File: config.mk
export PLATFORM = sky130hd
export DESIGN_NAME = issue_window
export DESIGN_NICKNAME = d
export VERILOG_FILES = /design/src/rtl/issue_window.sv
export SDC_FILE = /design/constraint.sdc
export NUM_CORES = 1
export LEC_CHECK = 0
export BUFFER_PORTS_ARGS = -buffer_cell sky130_fd_sc_hd__clkbuf_2
export CAP_MARGIN = 20
export CELL_PAD_IN_SITES_DETAIL_PLACEMENT = 1
export CELL_PAD_IN_SITES_GLOBAL_PLACEMENT = 1
export CORE_ASPECT_RATIO = 0.6
export CORE_MARGIN = 10
export CORE_UTILIZATION = 28
export DETAILED_ROUTE_END_ITERATION = 8
export PLACE_DENSITY = 0.55
export SLEW_MARGIN = 20
export SYNTH_ARGS = -nofsm -noshare
export SYNTH_HDL_FRONTEND = slang
export SYNTH_HIERARCHICAL = 1
export SYNTH_SLANG_ARGS = --single-unit
File: constraint.sdc
create_clock -name clk -period 5.21 [get_ports clk]
set_input_delay 0.2605 -clock clk [delete_from_list [all_inputs] [get_ports clk]]
set_output_delay 0.2605 -clock clk [all_outputs]
set_load 0.05 [all_outputs]
File: src/rtl/issue_window.sv
// issue_window: 4-slot in-order issue window. It retires the slots the hazard checker flags,
// compacts the survivors in program order, appends one new instruction and registers the issued lanes.
module issue_window_lane #(
  parameter int DES_W  = 4,
  parameter int SRC1_W = 4,
  parameter int SRC2_W = 4,
  parameter int OP_W   = 16
)(
  input  logic              clk,
  input  logic              rst_n,
  input  logic              i_en,
  input  logic [DES_W-1:0]  i_des,
  input  logic [SRC1_W-1:0] i_s1,
  input  logic [SRC2_W-1:0] i_s2,
  input  logic [OP_W-1:0]   i_op,
  output logic [DES_W-1:0]  o_des,
  output logic [SRC1_W-1:0] o_s1,
  output logic [SRC2_W-1:0] o_s2,
  output logic [OP_W-1:0]   o_op
);
  // Payload of lanes that did not issue is held rather than cleared.
  always_ff @(posedge clk or negedge rst_n) begin
    if (!rst_n) begin
      o_des <= '0;
      o_s1  <= '0;
      o_s2  <= '0;
      o_op  <= '0;
    end else if (i_en) begin
      o_des <= i_des;
      o_s1  <= i_s1;
      o_s2  <= i_s2;
      o_op  <= i_op;
    end
  end
endmodule

module issue_window #(
  parameter int DES_W  = 4,
  parameter int SRC1_W = 4,
  parameter int SRC2_W = 4,
  parameter int OP_W   = 16
)(
  input  logic                clk,
  input  logic                rst_n,
  input  logic                in_vld,
  output logic                in_rdy,
  input  logic [DES_W-1:0]    in_des,
  input  logic [SRC1_W-1:0]   in_s1,
  input  logic [SRC2_W-1:0]   in_s2,
  input  logic [OP_W-1:0]     in_op,
  output logic [3:0]          slot_vld,
  output logic [4*DES_W-1:0]  slot_des,
  output logic [4*SRC1_W-1:0] slot_s1,
  output logic [4*SRC2_W-1:0] slot_s2,
  input  logic [3:0]          ins_flag,
  input  logic                issue_stall,
  input  logic                flush,
  output logic [3:0]          iss_vld,
  output logic [4*DES_W-1:0]  iss_des,
  output logic [4*SRC1_W-1:0] iss_s1,
  output logic [4*SRC2_W-1:0] iss_s2,
  output logic [4*OP_W-1:0]   iss_op,
  output logic [2:0]          count
);
  localparam int NUM_LANES = 4;

  logic [NUM_LANES-1:0][DES_W-1:0]  r_des, w_ndes, w_iss_des;
  logic [NUM_LANES-1:0][SRC1_W-1:0] r_s1, w_ns1, w_iss_s1;
  logic [NUM_LANES-1:0][SRC2_W-1:0] r_s2, w_ns2, w_iss_s2;
  logic [NUM_LANES-1:0][OP_W-1:0]   r_op, w_nop, w_iss_op;
  logic [NUM_LANES-1:0]             r_vld, w_nvld, w_ret, w_surv, r_iss_vld;
  logic [2:0]                       r_cnt, w_ncnt;
  logic                             w_enq;

  // Readiness looks only at the registered count: a draining full window still refuses.
  assign in_rdy = (r_cnt != 3'd4);
  assign w_ret  = r_vld & ins_flag & {NUM_LANES{~issue_stall & ~flush}};
  assign w_surv = r_vld & ~w_ret;
  assign w_enq  = in_vld & in_rdy & ~flush;

  // Pack survivors downward in slot order; the running index ends at count - popcount(R).
  always_comb begin
    w_ndes = r_des;
    w_ns1  = r_s1;
    w_ns2  = r_s2;
    w_nop  = r_op;
    w_nvld = '0;
    w_ncnt = '0;
    for (int n = 0; n < NUM_LANES; n++) begin
      if (w_surv[n]) begin
        w_ndes[w_ncnt[1:0]] = r_des[n];
        w_ns1[w_ncnt[1:0]]  = r_s1[n];
        w_ns2[w_ncnt[1:0]]  = r_s2[n];
        w_nop[w_ncnt[1:0]]  = r_op[n];
        w_nvld[w_ncnt[1:0]] = 1'b1;
        w_ncnt              = w_ncnt + 3'd1;
      end
    end
    if (w_enq) begin
      w_ndes[w_ncnt[1:0]] = in_des;
      w_ns1[w_ncnt[1:0]]  = in_s1;
      w_ns2[w_ncnt[1:0]]  = in_s2;
      w_nop[w_ncnt[1:0]]  = in_op;
      w_nvld[w_ncnt[1:0]] = 1'b1;
      w_ncnt              = w_ncnt + 3'd1;
    end
  end

  always_ff @(posedge clk or negedge rst_n) begin
    if (!rst_n) begin
      r_vld     <= '0;
      r_cnt     <= '0;
      r_des     <= '0;
      r_s1      <= '0;
      r_s2      <= '0;
      r_op      <= '0;
      r_iss_vld <= '0;
    end else if (flush) begin
      r_vld     <= '0;
      r_cnt     <= '0;
      r_iss_vld <= '0;
    end else begin
      r_vld     <= w_nvld;
      r_cnt     <= w_ncnt;
      r_des     <= w_ndes;
      r_s1      <= w_ns1;
      r_s2      <= w_ns2;
      r_op      <= w_nop;
      r_iss_vld <= w_ret;
    end
  end

  for (genvar g = 0; g < NUM_LANES; g++) begin : g_lane
    issue_window_lane #(.DES_W(DES_W), .SRC1_W(SRC1_W), .SRC2_W(SRC2_W), .OP_W(OP_W)) u_lane (
      .clk   (clk),
      .rst_n (rst_n),
      .i_en  (w_ret[g]),
      .i_des (r_des[g]),
      .i_s1  (r_s1[g]),
      .i_s2  (r_s2[g]),
      .i_op  (r_op[g]),
      .o_des (w_iss_des[g]),
      .o_s1  (w_iss_s1[g]),
      .o_s2  (w_iss_s2[g]),
      .o_op  (w_iss_op[g])
    );
  end

  assign slot_vld = r_vld;
  assign slot_des = r_des;
  assign slot_s1  = r_s1;
  assign slot_s2  = r_s2;
  assign count    = r_cnt;
  assign iss_vld  = r_iss_vld;
  assign iss_des  = w_iss_des;
  assign iss_s1   = w_iss_s1;
  assign iss_s2   = w_iss_s2;
  assign iss_op   = w_iss_op;
endmodule

==> flow_summary.json, run 1 <==
{
  "critical_path_buf_inv_count": 4,
  "ys_seq_area_frac": 0.4717,
  "globalplace.congestion": 0.8688,
  "synth_edf_count": 0,
  "cts_tree": "yes",
  "grt_max_degree": 119,
  "dieHeight_um": 183.5,
  "final_util": 0.3391,
  "viasPerCell": 5.599,
  "internal-power_uw": 3672,
  "syn_inst": 1156,
  "grt_overflow_total": 0,
  "crit_fanout": 19,
  "slowest_delay_ns": 0.57,
  "synth_top_area_cell": "dfrtp_1",
  "hold_violations": 0,
  "endpoint_kind": "register",
  "ant_nets": 0,
  "drive_gt1_frac": 0.3276,
  "ys_types": 61,
  "first_pass_iters": 5,
  "routedWlPerCell_um": 27.56,
  "slowest_stage": "dlygate4sd3_1",
  "crit_path_cell_trace": "dlygate4sd3_1 > clkbuf_2 > or3b_1 > nand2_1 > ha_1 > nand2b_1 > o211ai_2 > ha_1 > or3_1 > o21a_4 > inv_2 > ha_1 > nand3_1 > buf_4 > o22ai_1 > a21oi_1 > o22a_1",
  "grt_first_pass_wirelength_um": 78460,
  "cp_common_cell": "ha_1",
  "htree_levels": 1,
  "r2r_slack_ns": 0.97,
  "crit_family": "simple AND/OR/NAND/NOR gates",
  "grt_pass1_vias": 10670,
  "fin_skew_ns": 0.01723,
  "pwr-share-clk": 0.315,
  "fmax_mhz": 235.7,
  "syn_area_um2": 12470,
  "syn_avg_cell_area_um2": 10.79,
  "cts_resized": 0,
  "cts_buffers": 27,
  "rsz0062_at_grt": "no",
  "r2r_end": "r_op[28]$_DFFE_PN0N_",
  "reg2regPathDepth": 15,
  "drcViolationCount": 0,
  "cellLeakagePower_uw": 0.006399,
  "syn_nets": 1203,
  "finalCritPeriodShare": 0.8145,
  "hpwl_um": 37320,
  "fin_crit_ns": 4.243,
  "seqPwrFrac": 0.418,
  "clock_latency_ns": 0.56,
  "hold_ws_ns": 0.03784,
  "grt_antenna_before_repair": 5,
  "crit_arrival_ns": 4.68,
  "reg2reg_from": "slot_vld[1]$_DFF_PN0_",
  "portBuffers": 208,
  "setup_viol": 0,
  "power_density_nw_per_um2": 401.6,
  "die-area_um2": 53650,
  "yosysTopAreaCellShare": 0.4717,
  "hold_start": "ins_flag[3]",
  "rows": 59,
  "total_power_uw": 5942,
  "drtIter0Drc": 974,
  "maxCapViolations": 0,
  "cp.required_ns": 5.65,
  "min_to": "iss_vld[3]$_DFF_PN0_",
  "holdPathStages": 2,
  "routed_wl_um": 52750,
  "power.switching_uw": 2270,
  "ir_worst_vdd_mv": 0.1842,
  "grt_usage": 0.1918,
  "maxSlewViolCount": 0,
  "critPathKind": "primary input to register",
  "yosys_warnings": 6,
  "dieWidth_um": 292.4,
  "synth_ff_type": "dfrtp_1",
  "ys_top_cells_by_area": "dfrtp_1 47%, mux2_4 9.6%, o22ai_1 4.4%",
  "clk_transition_reported_paths_ns": 0.06,
  "maxSlewHeadroom": 0.2788,
  "worstMarginPinSlew_ns": 1.082,
  "final.setup.tns_ns": 0,
  "async_reset_ff_frac": 1.000,
  "areaGrowthSynthToFinish_pct": 18.67,
  "clock-sinks": 235,
  "cts_root_buffer": "clkbuf_16",
  "top_level_ports": 209,
  "switching_share": 0.3820,
  "comb_power_share": 0.267,
  "mostFrequentLayoutCells": "235 x dfrtp_1, 206 x clkbuf_2, 120 x nand2_1, 87 x o22ai_1, 80 x mux2_4",
  "fin_nets": 1360,
  "status": "complete, no violations",
  "final_common_cell": "dfrtp_1",
  "hold_class": "primary input to register",
  "initial_utilization": 0.2858,
  "vias": 10720,
  "core_area_um2": 43630,
  "ys_ff_latch": 235,
  "startpoint_type": "primary input",
  "cts_buffer_depth": 3
}
-- flip-flops by register name, summed over array words and instances, names as in the netlist --
register and flops:
r_op 64, slot_s2 16, slot_vld 4, g_lane.u_lane/o_des 16
g_lane.u_lane/o_s1 16, iss_vld 4, slot_s1 16, g_lane.u_lane/o_op 64
g_lane.u_lane/o_s2 16, count 3, slot_des 16
-- per-stage QoR --
stage	cells	instance area [um^2]	setup slack (ns)
after floorplan	1156	12470	0.3389
after global routing	1914	14800	0.6602
final	1914	14800	0.9666
after global placement	1860	13900	0.9942
after detailed placement	1860	13900	0.8622
after CTS	1909	14760	1.031
-- metal layers --
metal	track usage	routed length [um]
met1	0.3171	27610
met4	0.03309	703
met2	0.2321	19050
met5	0	13
met3	0.05282	5368
-- cell type report --
cell class                 instances  area (um^2)
clock inverter                     5        53.80
multi-input combinational        738         5747
tap                              579        724.4
clock buffer                      42        782.0
antenna                            4        10.01
fill                            4882        28830
sequential                       235         5881
inverter                          71        266.5
timing repair buffer             240         1331
-- how the worst max path moves through the flow --
| stage | startpoint | end | slack [ns] | cells past startpoint |
|---|---|---|---|---|
| final | ins_flag[0] | r_op[28]$_DFFE_PN0N_ | 0.97 | 17 |
| after global routing | slot_vld[1]$_DFF_PN0_ | r_op[20]$_DFFE_PN0N_ | 0.66 | 15 |
| after CTS | slot_vld[1]$_DFF_PN0_ | r_op[28]$_DFFE_PN0N_ | 1.03 | 15 |
| after detailed placement | flush | r_op[24]$_DFFE_PN0N_ | 0.86 | 17 |
| after global placement | flush | r_op[31]$_DFFE_PN0N_ | 0.99 | 17 |
| after floorplan | slot_vld[1]$_DFF_PN0_ | slot_s1[4]$_DFFE_PN0N_ | 0.34 | 18 |
-- power by group through the flow --
stage | clock (uW) | combinational, uW | sequential (uW)
5_1_grt | 2010 | 1670 | 2530
4_1_cts | 1940 | 1600 | 2480
6_report | 1870 | 1590 | 2490
3_5_place_dp | 0 | 1600 | 2510
2_1_floorplan | 0 | 494 | 3000
3_3_place_gp | 0 | 1580 | 2510
-- synthesized netlist by cell type (3+ instances only) --
| cell | n |
|---|---|
| dfrtp_1 | 235 |
| o21ai_0 | 54 |
| or3_1 | 3 |
| a31oi_1 | 6 |
| o311ai_0 | 9 |
| buf_2 | 12 |
| nand2_1 | 120 |
| inv_1 | 68 |
| o22a_1 | 28 |
| nor3b_1 | 4 |
| mux2_4 | 80 |
| o311ai_1 | 18 |
| ha_1 | 10 |
| clkbuf_1 | 78 |
| o221a_2 | 27 |
| a211oi_1 | 57 |
| a2bb2oi_1 | 27 |
| o22ai_1 | 87 |
| nand2b_1 | 30 |
| nand3_1 | 9 |
| nor2_1 | 11 |
| a21oi_1 | 32 |
| buf_12 | 8 |
| buf_6 | 7 |
| and3_1 | 7 |
| o31a_1 | 24 |
| nor4_1 | 28 |
| mux2_2 | 33 |
| nor3_1 | 3 |
| buf_1 | 7 |
-- logic make-up after synthesis --
logic type	count (synthesis)	share of synthesized area
muxes	114	0.1269
and+or+nand+nor	226	0.08741
xor gates and xnor gates	2	0.002008
buffers and inverters	183	0.07095
DFF	235	0.4717
AOI/OAI and AO/OA	386	0.2310
adders and majority gates	10	0.01004
-- what timing repair did --
| action | 4_1_cts | 5_1_grt |
|---|---|---|
| setup buffers | 0 | 0 |
| hold endpoints to repair | 70 | 0 |
| hold buffers | 2 | 0 |
No activity file was read; power rests on OpenSTA's default activity.
==> run 2: changes to the inputs <==
==> constraint.sdc (replaced) <==
create_clock -name clk -period 4.4 [get_ports clk]
set_input_delay 0.22 -clock clk [delete_from_list [all_inputs] [get_ports clk]]
set_output_delay 0.22 -clock clk [all_outputs]
set_load 0.05 [all_outputs]
==> run 2 against run 1 <==
Compared with the run above: clock-buffer cell count fell by 2; sequential share of layout area decreased by 0.46 points; power up 20%; sequential power grew 18%; non-clock buffer count grew 13; highest routed layer unchanged; utilization up 0.41 points; via count grew 0.92%; clock power grew 24%; critical path depth shrank 2; first-iteration DRC count up 8.2%; critical path type is now register to register.
==> flow_summary.json, run 2 (synthesis results as in run 1) <==
{
  "status": "complete, no violations",
  "grt_first_pass_wirelength_um": 79650,
  "clk_transition_reported_paths_ns": 0.06,
  "hold_class": "primary input to register",
  "grt_max_degree": 104,
  "rsz0062_at_grt": "no",
  "cp.required_ns": 4.91,
  "regArea_um2": 5882,
  "cts_tree": "yes",
  "final_common_cell": "dfrtp_1",
  "cp_common_cell": "ha_1",
  "finalCritPeriodShare": 0.8262,
  "multiInputGateArea_um2": 5754,
  "grt_pass1_vias": 10890,
  "crit_path_cell_trace": "nand2_1 > ha_1 > nand2b_1 > o211ai_2 > ha_1 > or3_1 > o21a_4 > inv_2 > ha_1 > nand3b_1 > o2111ai_4 > buf_4 > o22ai_1 > a21oi_1 > o22a_1",
  "cts_resized": 0,
  "final.setup.tns_ns": 0,
  "ant_nets": 0,
  "startpoint_type": "register",
  "vias": 10820,
  "clock-sinks": 235,
  "slowest_delay_ns": 0.40,
  "rows": 59,
  "ir_worst_vdd_mv": 0.2677,
  "areaGrowthSynthToFinish_pct": 20.09,
  "drcViolationCount": 0,
  "hold_violations": 0,
  "die-area_um2": 53650,
  "first_pass_iters": 5,
  "hold_ws_ns": 0.02871,
  "cts_buffer_depth": 3,
  "dp_cells": 1869,
  "viasPerCell": 5.622,
  "dieHeight_um": 183.5,
  "maxCapViolations": 0,
  "grt_antenna_before_repair": 1,
  "cts_root_buffer": "clkbuf_16",
  "mostFrequentLayoutCells": "234 x dfrtp_1, 206 x clkbuf_2, 120 x nand2_1, 87 x o22ai_1, 80 x mux2_4",
  "fmax_mhz": 275.1,
  "dieWidth_um": 292.4,
  "fin_nets": 1373,
  "routedWlPerCell_um": 28.19,
  "finalInstanceArea_um2": 14970,
  "crit_arrival_ns": 4.14,
  "critPathKind": "register to register",
  "maxSlewViolCount": 0,
  "cts_buffers": 27,
  "setup_viol": 0,
  "drtIter0Drc": 1054,
  "fillers": 4869,
  "core_area_um2": 43630,
  "endpoint_kind": "register",
  "worstMarginPinSlew_ns": 1.002,
  "drive_gt1_frac": 0.3361,
  "top_regs": "g_lane.u_lane/o_op x64, r_op x64",
  "post_cts_buffers": 0,
  "placedInstanceArea_um2": 14010,
  "crit_fanout": 28,
  "power_density_nw_per_um2": 476.2,
  "maxSlewHeadroom": 0.3319,
  "clock_latency_ns": 0.57,
  "portBuffers": 208,
  "initial_utilization": 0.2858,
  "stdcell_count": 1924,
  "fin_skew_ns": 0.01805,
  "top_level_ports": 209,
  "hpwl_um": 37520,
  "htree_levels": 1,
  "grt_overflow_total": 0,
  "diodes": 0,
  "cellLeakagePower_uw": 0.006485,
  "slowest_stage": "dfrtp_2",
  "fin_crit_ns": 3.635,
  "grt_usage": 0.1951,
  "globalplace.congestion": 0.8614,
  "routed_wl_um": 54240
}
## run 2: power breakdown
part | switching, uW | total (uW) | internal, uW | leakage (uW)
Combinational | 1300 | 1890 | 588 | 0.00315
Clock | 973 | 2310 | 1330 | 0.000437
Sequential | 440 | 2940 | 2500 | 0.00290
Total | 2710 | 7130 | 4420 | 0.00649
## run 2: repair_timing
action / 4_1_cts / 5_1_grt
hold buffers: 7 / 0
hold endpoints to repair: 91 / 0
setup endpoints to repair: 0 / 0
## run 2: layer usage
layer  GRT usage  share of wire
met3     0.06753          0.099
met4     0.02960          0.013
met1      0.3088           0.52
met2      0.2449           0.37
met5           0        0.00013
## run 2: critical path, delay by kind of cell, from the launching register on
kind                       cells  cell delay [ns]
AOI/OAI and AO/OA              6             1.06
adders and majority gates      3             0.83
and+or+nand+nor                4             0.83
buffers and inverters          2             0.44
DFF                            1             0.40
## run 2: stage by stage
| stage | utilization | setup slack [ns] | power (uW) |
|---|---|---|---|
| 6_report | 0.3432 | 0.7646 | 7130 |
| 5_1_grt | 0.3432 | 0.5347 | 7440 |
| 4_1_cts | 0.3432 | 0.7927 | 7215 |
| 3_5_place_dp | 0.3211 | 0.3370 | 4860 |
| 3_3_place_gp | 0.3200 | 0.4094 | 4826 |
| 2_1_floorplan | - | 0.07679 | 4138 |
## run 2: final cells by class
type	count	share of cell area
flip-flops and latches	235	0.3928
repair buffers	253	0.09710
well taps	579	0.04838
clock inverters	8	0.005181
multi-input cells	738	0.3843
inverters	71	0.01780
clock buffers	40	0.05440
## run 2: path summary, 6_finish.rpt
kind	slack, ns	from	end	cells past startpoint
worst max register to register	0.76	slot_vld[1]$_DFF_PN0_	r_op[23]$_DFFE_PN0N_	15
min in group asynchronous	0.25	rst_n	g_lane[1].u_lane/o_op[4]$_DFFE_PN0P_	2
max in group asynchronous	2.96	rst_n	r_op[52]$_DFFE_PN0N_	3
worst min-delay path	0.03	in_des[3]	slot_des[15]$_DFFE_PN0N_	3
worst min register to register	0.51	g_lane[0].u_lane/o_s1[3]$_DFFE_PN0P_	g_lane[0].u_lane/o_s1[3]$_DFFE_PN0P_	1
worst max-delay path	0.76	slot_vld[1]$_DFF_PN0_	r_op[23]$_DFFE_PN0N_	15
==> run 3: changes to the inputs <==
--- a/config.mk
+++ b/config.mk
@@ -13,7 +13,7 @@
 export CORE_MARGIN = 10
 export CORE_UTILIZATION = 28
 export DETAILED_ROUTE_END_ITERATION = 8
-export PLACE_DENSITY = 0.55
+export PLACE_DENSITY = 0.57
 export SLEW_MARGIN = 20
 export SYNTH_ARGS = -nofsm -noshare
 export SYNTH_HDL_FRONTEND = slang
==> constraint.sdc (replaced) <==
create_clock -name clk -period 3.2 [get_ports clk]
set_input_delay 0.16 -clock clk [delete_from_list [all_inputs] [get_ports clk]]
set_output_delay 0.16 -clock clk [all_outputs]
set_load 0.05 [all_outputs]
==> run 3 against run 2 <==
Compared with the run above: routed wire length down 1.2%; first-iteration DRC count up 4.4%; global-route usage down 0.26 points; sequential power up 38%; utilization up 2.7 points; die area unchanged; critical endpoint is now r_op[26]$_DFFE_PN0N_; critical path type unchanged; sequential share of layout area down 2.9 points.
==> flow_summary.json, run 3 (synthesis results as in run 1) <==
{
  "reg2regPathDepth": 16,
  "cts_root_buffer": "clkbuf_16",
  "maxSlewViolCount": 0,
  "dieHeight_um": 183.5,
  "vias": 11020,
  "rows": 59,
  "clock_latency_ns": 0.58,
  "core_area_um2": 43630,
  "crit_arrival_ns": 3.64,
  "viasPerCell": 5.510,
  "mostFrequentLayoutCells": "233 x dfrtp_1, 206 x clkbuf_2, 118 x nand2_1, 80 x mux2_4, 68 x inv_1",
  "pre_cts_slack_ns": -0.2824,
  "endpoint_kind": "register",
  "grt_overflow_total": 0,
  "startpoint_type": "register",
  "r2r_end": "r_op[26]$_DFFE_PN0N_",
  "fmax_mhz": 320.2,
  "top_level_ports": 209,
  "hpwl_um": 37960,
  "portBuffers": 208,
  "status": "complete, no violations",
  "areaGrowthSynthToFinish_pct": 29.59,
  "clock-sinks": 235,
  "holdPathStages": 2,
  "power_density_nw_per_um2": 625.7,
  "first_pass_iters": 5,
  "drcViolationCount": 0,
  "crit_fanout": 6,
  "routed_wl_um": 53590,
  "cts_tree": "yes",
  "clk_transition_reported_paths_ns": 0.06,
  "r2r_slack_ns": 0.08,
  "internal-power_uw": 6257,
  "power.switching_uw": 3853,
  "hold_violations": 0,
  "finalCritPeriodShare": 0.9760,
  "routedWlPerCell_um": 26.81,
  "rsz0062_at_grt": "no",
  "critPathKind": "register to register",
  "hold_class": "primary input to register",
  "switching_share": 0.3811,
  "die-area_um2": 53650,
  "grt_first_pass_wirelength_um": 79610,
  "maxCapViolations": 0,
  "htree_levels": 1,
  "drtIter0Drc": 1100,
  "ant_nets": 0,
  "cp.required_ns": 3.72,
  "final_util": 0.3704,
  "globalplace.congestion": 0.8414,
  "grt_max_degree": 93,
  "comb_power_share": 0.269,
  "reg2reg_from": "slot_vld[0]$_DFF_PN0_",
  "grt_antenna_before_repair": 1,
  "fin_crit_ns": 3.123,
  "dieWidth_um": 292.4,
  "pwr-share-clk": 0.329,
  "ir_worst_vdd_mv": 0.3057,
  "worstMarginPinSlew_ns": 1.098,
  "fillers": 4789,
  "fin_nets": 1443,
  "drive_gt1_frac": 0.3799,
  "grt_usage": 0.1925,
  "initial_utilization": 0.2858,
  "hold_start": "in_op[4]",
  "setup_slack_ns": 0.07673,
  "min_to": "r_op[4]$_DFFE_PN0N_",
  "setup_viol": 0,
  "cts_buffers": 26,
  "maxSlewHeadroom": 0.2679,
  "seqPwrFrac": 0.402,
  "cts_buffer_depth": 3,
  "fin_skew_ns": 0.03118,
  "final_common_cell": "dfrtp_1",
  "top_regs": "g_lane.u_lane/o_op x64, r_op x64",
  "cellLeakagePower_uw": 0.006981,
  "grt_pass1_vias": 11230
}
run 3: cell types whose count changed in the layout (fill, tap and decap cells not counted), moves of 14 or more:
cell           delta
o22ai_1          -21
buf_4            +29
buf_12           +14
dlygate4sd3_1    +24
o22ai_2          +21
run 3: worst max path at each step:
stage | start | to | slack (ns)
2_1_floorplan | flush | slot_s1[4]$_DFFE_PN0N_ | -0.58
3_3_place_gp | ins_flag[0] | slot_s2[4]$_DFFE_PN0N_ | -0.22
3_5_place_dp | flush | slot_des[6]$_DFFE_PN0N_ | -0.28
4_1_cts | slot_vld[0]$_DFF_PN0_ | r_op[4]$_DFFE_PN0N_ | 0.02
5_1_grt | slot_vld[0]$_DFF_PN0_ | r_op[31]$_DFFE_PN0N_ | 0.02
6_report | slot_vld[0]$_DFF_PN0_ | r_op[26]$_DFFE_PN0N_ | 0.08
run 3: critical path: stages, from the launching register on:
cell	delay, ns
dfrtp_2	0.46
nand2_4	0.09
ha_4	0.22
nand2b_4	0.15
o211ai_4	0.18
ha_4	0.22
or3_4	0.32
o21a_4	0.13
inv_4	0.06
ha_4	0.12
nand3b_1	0.17
o2111ai_4	0.25
buf_12	0.17
clkbuf_16	0.15
o22ai_1	0.07
a21oi_1	0.14
o22a_1	0.15
run 3: layout make-up:
type,instances,area (um^2),area share
Multi-Input combinational cell,738,6098,0.3774
Sequential cell,235,5883,0.3641
Timing Repair Buffer,324,2252,0.1394
Clock buffer,37,742.0,0.04592
Tap cell,579,724.4,0.04484
Inverter,71,269.0,0.01665
Clock inverter,11,178.9,0.01107
Antenna cell,4,10.01,0.0006195
run 3: timing repair:
item / in CTS / in global routing
endpoints found under the hold margin: 137 / 0
setup buffers: 0 / 4
gates resized for setup: 1 / 24
hold buffers: 31 / 0
pin swaps: 0 / 6
gates cloned: 0 / 4
endpoints found under the setup margin: 2 / 57
run 3: power by group through the flow:
stage / clock network (uW) / registers, uW / logic [uW]
floorplan: 0 / 4880 / 854
global placement: 0 / 4090 / 2650
detailed placement: 0 / 4100 / 2690
CTS: 3400 / 4050 / 2720
global route: 3520 / 4120 / 2860
finish: 3330 / 4070 / 2720
run 3: through the flow:
| stage | hold WS (ns) | std cells | total power (uW) | setup TNS [ns] | instance area (um^2) |
|---|---|---|---|---|---|
| global placement | 0.2104 | 1908 | 6740 | -13.29 | 14670 |
| finish | 0.04323 | 1999 | 10110 | 0 | 16160 |
| detailed placement | 0.2136 | 1908 | 6790 | -19.48 | 14670 |
| floorplan | -0.1356 | 1156 | 5739 | -18.17 | 12870 |
| CTS | 0.02273 | 1987 | 10180 | 0 | 15910 |
| global route | 0.04899 | 1996 | 10490 | 0 | 16150 |
run 3: routing by layer:
layer	vias up	GRT usage	routed length [um]
li1	4809	-	-
met1	5764	0.3108	27990
met2	405	0.2501	20560
met3	37	0.04655	4473
met4	0	0.02734	555
met5	-	0	0
